[src/rtl/dfr_reservoir_if.sv]
// rtl/dfr_reservoir_if.sv - reservoir handshake and node write-back bundle between the DFR controller and the reservoir engine
interface dfr_reservoir_if #(
    parameter int DATA_WIDTH        = 32,
    parameter int NUM_VIRTUAL_NODES = 10
);
    localparam int IDX_W = $clog2(NUM_VIRTUAL_NODES);

    logic                         reservoir_rst;
    logic                         reservoir_en;
    logic [DATA_WIDTH-1:0]        sample_in;
    logic [NUM_VIRTUAL_NODES-1:0] mask_bits;
    logic                         reservoir_busy;
    logic                         reservoir_init_busy;
    logic                         reservoir_valid;
    logic                         reservoir_filled;
    logic                         node_wr;
    logic [IDX_W-1:0]             node_idx;
    logic [DATA_WIDTH-1:0]        node_data;

    modport master (
        output reservoir_rst, reservoir_en, sample_in, mask_bits,
        input  reservoir_busy, reservoir_init_busy, reservoir_valid, reservoir_filled,
        input  node_wr, node_idx, node_data
    );

    modport slave (
        input  reservoir_rst, reservoir_en, sample_in, mask_bits,
        output reservoir_busy, reservoir_init_busy, reservoir_valid, reservoir_filled,
        output node_wr, node_idx, node_data
    );
endinterface

[src/rtl/dfr_reservoir_engine.sv]
// rtl/dfr_reservoir_engine.sv - delayed-feedback reservoir step engine; define DFR_RESERVOIR_SAT_EN for saturating node sums
module dfr_reservoir_engine #(
    parameter int DATA_WIDTH        = 32,
    parameter int NUM_VIRTUAL_NODES = 10,
    parameter int NUM_INIT_SAMPLES  = 4,
    parameter int NUM_SAMPLES       = 16,
    parameter int FB_SHIFT          = 1,
    parameter int PIPE_STAGES       = 2
) (
    input  logic             clk,
    input  logic             rst,
    dfr_reservoir_if.slave   bus
);
    localparam int W      = DATA_WIDTH;
    localparam int N      = NUM_VIRTUAL_NODES;
    localparam int P      = PIPE_STAGES;
    localparam int IDX_W  = $clog2(N);
    localparam int TOTAL  = NUM_INIT_SAMPLES + NUM_SAMPLES;
    localparam int CNT_W  = $clog2(TOTAL + 1);
    localparam int DR_W   = $clog2(P + 1);

    localparam logic [IDX_W-1:0] LAST_NODE  = IDX_W'(N - 1);
    localparam logic [DR_W-1:0]  LAST_DRAIN = DR_W'(P - 1);
    localparam logic [CNT_W-1:0] INIT_C     = CNT_W'(NUM_INIT_SAMPLES);
    localparam logic [CNT_W-1:0] TOTAL_C    = CNT_W'(TOTAL);
    localparam logic             INIT_BUSY_RST = (NUM_INIT_SAMPLES != 0);

    typedef enum logic [1:0] {IDLE, PROCESS, DRAIN, VALID} state_t;

    // Either reset source clears the whole engine, including a step in flight.
    logic clr;
    assign clr = rst | bus.reservoir_rst;

    state_t                  state;
    logic [CNT_W-1:0]        step_cnt;
    logic [IDX_W-1:0]        node_cnt;
    logic [DR_W-1:0]         drain_cnt;
    logic signed [W-1:0]     s_reg;
    logic [N-1:0]            mask_reg;
    logic                    busy_r;
    logic                    init_busy_r;
    logic                    filled_r;
    logic                    valid_r;

    logic signed [W-1:0]     delay_line [N];

    logic                    pipe_v    [P];
    logic [IDX_W-1:0]        pipe_idx  [P];
    logic [W-1:0]            pipe_data [P];

    logic signed [W-1:0]     fb;
    logic [W-1:0]            node_x;
    logic [CNT_W-1:0]        step_next;

    // Node sum for the current virtual node: masked sample plus attenuated delayed node.
`ifdef DFR_RESERVOIR_SAT_EN
    logic signed [W:0]       s_ext;
    logic signed [W:0]       addend;
    logic signed [W:0]       sum;
    always_comb begin
        fb     = delay_line[node_cnt] >>> FB_SHIFT;
        s_ext  = {s_reg[W-1], s_reg};
        addend = mask_reg[node_cnt] ? s_ext : -s_ext;
        sum    = addend + {fb[W-1], fb};
        // Top two bits disagree only when the sum left the W-bit range.
        if (sum[W] != sum[W-1]) begin
            node_x = sum[W] ? {1'b1, {(W-1){1'b0}}} : {1'b0, {(W-1){1'b1}}};
        end else begin
            node_x = sum[W-1:0];
        end
    end
`else
    logic signed [W-1:0]     addend;
    always_comb begin
        // Low W bits of a W+1-bit sum equal a plain W-bit modular sum.
        fb     = delay_line[node_cnt] >>> FB_SHIFT;
        addend = mask_reg[node_cnt] ? s_reg : -s_reg;
        node_x = addend + fb;
    end
`endif

    // Saturating step counter value to commit when a step completes.
    always_comb begin
        step_next = (step_cnt == TOTAL_C) ? step_cnt : step_cnt + 1'b1;
    end

    // Step sequencer with registered handshake flags.
    always_ff @(posedge clk) begin
        if (clr) begin
            state       <= IDLE;
            step_cnt    <= '0;
            node_cnt    <= '0;
            drain_cnt   <= '0;
            s_reg       <= '0;
            mask_reg    <= '0;
            busy_r      <= 1'b1;
            init_busy_r <= INIT_BUSY_RST;
            filled_r    <= 1'b0;
            valid_r     <= 1'b0;
        end else begin
            case (state)
                IDLE: begin
                    valid_r <= 1'b0;
                    if (bus.reservoir_en && busy_r) begin
                        s_reg    <= bus.sample_in;
                        mask_reg <= bus.mask_bits;
                        node_cnt <= '0;
                        state    <= PROCESS;
                    end
                end
                PROCESS: begin
                    if (node_cnt == LAST_NODE) begin
                        node_cnt  <= '0;
                        drain_cnt <= '0;
                        state     <= DRAIN;
                    end else begin
                        node_cnt <= node_cnt + 1'b1;
                    end
                end
                DRAIN: begin
                    if (drain_cnt == LAST_DRAIN) begin
                        valid_r <= 1'b1;
                        state   <= VALID;
                    end else begin
                        drain_cnt <= drain_cnt + 1'b1;
                    end
                end
                VALID: begin
                    valid_r     <= 1'b0;
                    step_cnt    <= step_next;
                    init_busy_r <= (step_next < INIT_C);
                    busy_r      <= (step_next < TOTAL_C);
                    filled_r    <= 1'b1;
                    state       <= IDLE;
                end
                default: state <= IDLE;
            endcase
        end
    end

    // Write-back pipeline: a node issued in PROCESS emerges P cycles later.
    always_ff @(posedge clk) begin
        if (clr) begin
            for (int i = 0; i < P; i++) begin
                pipe_v[i]    <= 1'b0;
                pipe_idx[i]  <= '0;
                pipe_data[i] <= '0;
            end
        end else begin
            pipe_v[0]    <= (state == PROCESS);
            pipe_idx[0]  <= node_cnt;
            pipe_data[0] <= node_x;
            for (int i = 1; i < P; i++) begin
                pipe_v[i]    <= pipe_v[i-1];
                pipe_idx[i]  <= pipe_idx[i-1];
                pipe_data[i] <= pipe_data[i-1];
            end
        end
    end

    // Delay line captures each node result as it is written back.
    always_ff @(posedge clk) begin
        if (clr) begin
            for (int i = 0; i < N; i++) begin
                delay_line[i] <= '0;
            end
        end else if (pipe_v[P-1]) begin
            delay_line[pipe_idx[P-1]] <= pipe_data[P-1];
        end
    end

    assign bus.reservoir_busy      = busy_r;
    assign bus.reservoir_init_busy = init_busy_r;
    assign bus.reservoir_valid     = valid_r;
    assign bus.reservoir_filled    = filled_r;
    assign bus.node_wr             = pipe_v[P-1];
    assign bus.node_idx            = pipe_idx[P-1];
    assign bus.node_data           = pipe_data[P-1];
endmodule

[src/flat_wrapper.sv]
// flat-port wrapper written by rule: the top's interface ports become plain ports
module dfr_reservoir_engine_flat 
#(
    parameter int DATA_WIDTH        = 32,
    parameter int NUM_VIRTUAL_NODES = 10,
    parameter int NUM_INIT_SAMPLES  = 4,
    parameter int NUM_SAMPLES       = 16,
    parameter int FB_SHIFT          = 1,
    parameter int PIPE_STAGES       = 2
)
  (clk, rst, bus_reservoir_rst, bus_reservoir_en, bus_sample_in, bus_mask_bits, bus_reservoir_busy, bus_reservoir_init_busy, bus_reservoir_valid, bus_reservoir_filled, bus_node_wr, bus_node_idx, bus_node_data);
  dfr_reservoir_if #(.DATA_WIDTH(DATA_WIDTH), .NUM_VIRTUAL_NODES(NUM_VIRTUAL_NODES)) bus_i ();
  input  logic clk;
  input  logic rst;
  input wire logic [$bits(bus_i.reservoir_rst)-1:0] bus_reservoir_rst;
  input wire logic [$bits(bus_i.reservoir_en)-1:0] bus_reservoir_en;
  input wire logic [$bits(bus_i.sample_in)-1:0] bus_sample_in;
  input wire logic [$bits(bus_i.mask_bits)-1:0] bus_mask_bits;
  output wire logic [$bits(bus_i.reservoir_busy)-1:0] bus_reservoir_busy;
  output wire logic [$bits(bus_i.reservoir_init_busy)-1:0] bus_reservoir_init_busy;
  output wire logic [$bits(bus_i.reservoir_valid)-1:0] bus_reservoir_valid;
  output wire logic [$bits(bus_i.reservoir_filled)-1:0] bus_reservoir_filled;
  output wire logic [$bits(bus_i.node_wr)-1:0] bus_node_wr;
  output wire logic [$bits(bus_i.node_idx)-1:0] bus_node_idx;
  output wire logic [$bits(bus_i.node_data)-1:0] bus_node_data;
  assign bus_i.reservoir_rst = bus_reservoir_rst;
  assign bus_i.reservoir_en = bus_reservoir_en;
  assign bus_i.sample_in = bus_sample_in;
  assign bus_i.mask_bits = bus_mask_bits;
  assign bus_reservoir_busy = bus_i.reservoir_busy;
  assign bus_reservoir_init_busy = bus_i.reservoir_init_busy;
  assign bus_reservoir_valid = bus_i.reservoir_valid;
  assign bus_reservoir_filled = bus_i.reservoir_filled;
  assign bus_node_wr = bus_i.node_wr;
  assign bus_node_idx = bus_i.node_idx;
  assign bus_node_data = bus_i.node_data;
  dfr_reservoir_engine #(.DATA_WIDTH(DATA_WIDTH), .NUM_VIRTUAL_NODES(NUM_VIRTUAL_NODES), .NUM_INIT_SAMPLES(NUM_INIT_SAMPLES), .NUM_SAMPLES(NUM_SAMPLES), .FB_SHIFT(FB_SHIFT), .PIPE_STAGES(PIPE_STAGES)) u_core (.clk(clk), .rst(rst), .bus(bus_i));
endmodule
[config.mk]
export PLATFORM = sky130hd
export DESIGN_NAME = dfr_reservoir_engine_flat
export DESIGN_NICKNAME = d
export VERILOG_FILES = /design/src/rtl/dfr_reservoir_if.sv /design/src/rtl/dfr_reservoir_engine.sv /design/src/flat_wrapper.sv
export SDC_FILE = /design/constraint.sdc
export NUM_CORES = 1
export LEC_CHECK = 0
export ABC_CLOCK_PERIOD_IN_PS = 9500
export CELL_PAD_IN_SITES_DETAIL_PLACEMENT = 1
export CELL_PAD_IN_SITES_GLOBAL_PLACEMENT = 1
export CORE_MARGIN = 2
export CORE_UTILIZATION = 56
export DETAILED_ROUTE_END_ITERATION = 7
export PLACE_DENSITY = 0.95
export SKIP_CTS_REPAIR_TIMING = 1
export SLEW_MARGIN = 10
export SYNTH_ARGS = -nofsm -noshare
export SYNTH_HDL_FRONTEND = slang
export SYNTH_SLANG_ARGS = --single-unit
[constraint.sdc]
create_clock -name clk -period 9.5 [get_ports clk]
set_input_delay 2.375 -clock clk [delete_from_list [all_inputs] [get_ports clk]]
set_output_delay 2.375 -clock clk [all_outputs]
set_load 0.01 [all_outputs]
=== After elaboration in Yosys (flattened, before gate mapping) ===
Memories as Yosys holds them, arrays and structs flattened. A register that Yosys moved wholly into a read port is not among the register bits.
Cells that the tools add are included.
Widths: inputs -> output; s select.

* Output and inout port bits: 41
* Word-level logic and storage cells: 84
* RAM bits: 394
* Input bits: 46
* Memories kept: 4
* Register bits: 59

* $lt $le $gt $ge: 3
* Bitwise operators: 7
* Reductions and logical operators: 12
* Mux-type cells: 33
* $add $sub $neg: 5
* Equal/unequal tests: 10

{| class="wikitable"
|+ Memories
! memory !! words !! width !! rd ports !! clocked after Yosys merged registers in !! write ports !! RTL line !! source
|-
| u_core.delay_line || 10 || 32 || 1 || 1 || 10 || dfr_reservoir_engine.sv:45 || <nowiki>logic signed [W-1:0] delay_line [N];</nowiki>
|-
| u_core.pipe_data || 2 || 32 || 2 || 0 || 2 || dfr_reservoir_engine.sv:49 || <nowiki>logic [W-1:0] pipe_data [P];</nowiki>
|-
| u_core.pipe_idx || 2 || 4 || 2 || 0 || 2 || dfr_reservoir_engine.sv:48 || <nowiki>logic [IDX_W-1:0] pipe_idx [P];</nowiki>
|-
| u_core.pipe_v || 2 || 1 || 2 || 0 || 2 || dfr_reservoir_engine.sv:47 || <nowiki>logic pipe_v [P];</nowiki>
|}

{| class="wikitable"
|+ Operator list
! kind !! number
|-
| $mux 32 || 4
|-
| $add 32x31->32 || 1
|-
| $neg 32->32 || 1
|-
| $reduce_or 32->1 || 1
|-
| $mux 4 || 7
|-
| $mux 1 || 11
|-
| $mux 2 || 5
|-
| $pmux 2 s4 || 1
|-
| $pmux 4 s2 || 1
|-
| $or 1x1->1 || 7
|-
| $ne 2x1->1 const B || 3
|-
| $reduce_and 2->1 || 3
|-
| $reduce_and 3->1 || 2
|-
| $reduce_bool 2->1 || 3
|-
| $add 5x1->5 const B || 1
|-
| $eq 5x5->1 const B || 1
|-
| $lt 4x5->1 const B || 1
|-
| $lt 5x3->1 const B || 1
|-
| $lt 5x5->1 const B || 1
|-
| $mux 5 || 1
|-
| $add 4x1->4 const B || 1
|-
| $bmux 1 s4 || 1
|-
| $eq 2x1->1 const B || 2
|-
| $eq 2x2->1 const B || 2
|-
| 8 further kinds || 8
|}

=== Longest topological paths before layout ===
* Depth in word-level cells: 5
* Mapped depth: 17
* Gate-level depth less buffers: 14

=== Worst setup path before layout ===
No wires, ideal clock.

* Path kind: input -> register
* Start point: input port bus_reservoir_rst
* End point: memory u_core.delay_line[13][10] (netlist name), enable pin
* Buffers on the path: 1
* Arrival time: 5,339 ps
* Data required time: 9,036 ps
* Cell stages on the path: 5
* Slack: 3,697 ps
* Cell sequence: nor2_1 > and2_1 > clkbuf_1 > nand3_1 > nor3b_1

{| class="wikitable"
|+ RTL lines
! item !! RTL line !! source
|-
| start: declaration || flat_wrapper.sv:15 || <nowiki>input wire logic [$bits(bus_i.reservoir_rst)-1:0] bus_reservoir_rst;</nowiki>
|-
| end: declaration || dfr_reservoir_engine.sv:45 ||
|}

==> impl_metrics.yaml <==
critical_path:
  critPathArrivalTime_ns: 5.92
  worstSetupPathType: "in -> reg"
  cp_max_fo: 36
  max_stage_delay_ns: 0.68
  cp-endpoint: "u_core.delay_line[7][29]"
  ff2ff_path_depth: 11
  slowest_stage: "nand2_1"
  r2r_slack_ns: 4.11
  startpoint: "bus_reservoir_rst"
  crit_chain: "clkdlybuf4s50_1 -> nor2_4 -> buf_4 -> and2_1 -> buf_4 -> nand2_1 -> nor2_1 -> nand3_1 -> buf_4 -> nand2_1 -> buf_4"
  crit_top_cell: "buf_4"
  crit_path_end_kind: "flip-flop"
  crit_required_ns: 9.79
  reg2reg_to: "u_core.pipe_data[0][30]"
  crit_path_start_kind: "input pin"
grt:
  grt_use_total_pct: 35.03
  grt.overflow.total: 0
  grt_pass1_vias: 19042
  antenna_found_initial: 6
  grt_max_degree: 87
  grt_pass1_wl_um: 126900
floorplanning:
  dieArea_um2: 50380
  placementRows: 80
  die-height_um: 224.5
  coreArea_um2: 47850
  start_util_pct: 56.88
  die_w_um: 224.5
  ios: 87
synthesis:
  async_flop_share_pct: 0
  netlist.area_leader.share_pct: 54.73
  synth_area_per_cell_um2: 13.99
  synth.net_count: 2034
  syn-cell-area_um2: 27210
  yosysSeqAreaShare_pct: 64.81
  ys_types: 63
  synthCells: 1945
  yosysWarnings: 0
  synth_area_leaders: "edfxtp_1 (55%), mux4_2 (13%), dfxtp_1 (10%), nor2_1 (4.8%), nand2_1 (2.4%)"
  synth_area_leader_cell: "edfxtp_1"
  synth-edff-count: 496
  ys_seq_elements: 633
  synth_flop_cell: "edfxtp_1"
final_layout:
  multiInputGateArea_um2: 8767
  largest_reg_flops: 496
  area_growth_pct: 12.49
  final-seq-area_um2: 17650
  fill_cells: 4301
  layout_commonest_cell: "edfxtp_1"
  final_cell_mix: "edfxtp_1 (496), nor2_1 (344), nand2_1 (173), mux4_2 (156), dfxtp_1 (133)"
  final_core_util_pct: 63.99
  nets: 2082
  drive_above_1_share_pct: 15.64
clock_tree:
  root_buffer: "clkbuf_16"
  cts.htree.levels: 3
  insertion_delay_ns: 0.63
  clock_path_buffers: 3
  cts_made_buffers: 66
  clock_sinks: 633
  cts_tree: "done"
  path_clk_slew_ns: 0.06
detailed_routing:
  num_vias: 17839
  drt_first_pass_iters: 5
  routed_wl_um: 86120
  ant_nets: 0
  drtIter0Drc: 2347
  wire_per_inst_um: 32.35
  drt-vias-per-instance: 6.701
  drc: 0
placement:
  port_buffers: 86
  place_hpwl_um: 52780
  gp_congestion: 0.9076
  pre_cts_slack_ns: 3.181
hold_path:
  hold_class: "reg -> reg"
  hp-start: "u_core.pipe_data[0][22]"
sta:
  setup_viol: 0
  post-route-period-util_pct: 59.30
  finClkSkew_ns: 0.03522
  fmax_ghz: 0.1775
  fin_ws_ns: 3.866
  final_max_slew_viol_count: 0
  tightest_slew_ns: 1.265
  rsz0062_at_grt: "no"
  finalSetupTns_ns: 0
  slew_headroom_pct: 15.69
  hold_viol: 0
  min_period_ns: 5.634
power:
  ir_drop_v: 0.0002164
  leakage_nw: 10.85
  powerDensity_nw_per_um2: 205.4
flow_run:
  cap_viol_max_count: 0
status:
  status: "finished clean"
-- cell families after synthesis --
| family | synth area share (%) |
|---|---|
| XOR/XNOR | 1.867 |
| AND/OR/NAND/NOR | 10.46 |
| multiplexers | 13.14 |
| flip-flops | 64.81 |
| buffers and inverters | 3.191 |
| AO/OA/AOI/OAI | 4.538 |
| adder cells (fa/ha/maj) | 2.004 |
-- where the power goes --
group | leakage, nW | internal (W) | total, W | switching, W
sequential | 6.40 | 0.00305 | 0.00310 | 0.0000527
clock | 1.04 | 0.00147 | 0.00262 | 0.00115
combinational | 3.41 | 0.000216 | 0.000565 | 0.000349
-- layer usage --
metal	share of wire (%)	GRT usage [%]	routed length [um]
met1	36	44.51	30990
met2	49	58.43	42570
met3	9.7	7.734	8338
met4	4.8	15.21	4164
met5	0.066	0	57
-- critical path, delay by kind of cell --
kind,cells,cell delay [ns]
and+or+nand+nor,6,1.58
buffers and inverters,5,1.92
-- synth_stat cells (3+ instances only) --
cell type	instances
nor3b_1	3
o21a_1	9
mux4_2	156
o21bai_1	4
a31oi_1	4
nor4_1	4
o211ai_1	4
a21boi_0	3
xnor2_1	40
dfxtp_1	137
nand4_1	9
nand3_1	18
o21ai_0	35
o41ai_1	3
nor3_1	15
and2_1	46
mux2i_1	5
buf_2	16
a211oi_1	6
nand2b_1	7
nand2_1	177
o31ai_1	10
a21o_1	15
nor2b_1	10
nor2_1	349
xor2_1	18
buf_4	36
ha_1	42
buf_1	8
edfxtp_1	496
and4_1	3
or3_1	4
a21oi_1	87
or4_1	3
clkbuf_1	77
inv_1	53
-- cell type report --
type	count	share of cell area, %
Multi-Input combinational cell	1122	28.64
Antenna cell	1	0.008174
Inverter	53	0.6498
Sequential cell	633	57.64
Tap cell	615	2.513
Clock inverter	38	1.099
Clock buffer	83	5.877
Timing Repair Buffer	117	3.572
-- stage by stage --
step	hold WS, ns	std cells	instance area (um^2)	power (W)
final	0.4290	2662	30610	0.006290
after global routing	0.4478	2661	30610	0.006426
after CTS	0.4334	2661	30600	0.006283
after detailed placement	0.4133	2540	28470	0.003693
after global placement	0.4086	2540	28470	0.003661
after floorplan	0.4057	1945	27210	0.003505
-- worst min-delay path by stage --
stage	slack (ns)	end	depth (start not counted)
after floorplan	0.41	u_core.pipe_data[0][32]	1
after global placement	0.41	u_core.pipe_data[0][34]	1
after detailed placement	0.41	u_core.pipe_data[0][41]	1
after CTS	0.43	u_core.pipe_data[0][54]	1
after global routing	0.45	u_core.pipe_data[0][47]	1
final	0.43	u_core.pipe_data[0][54]	1
(Power assumes the default switching activity.)
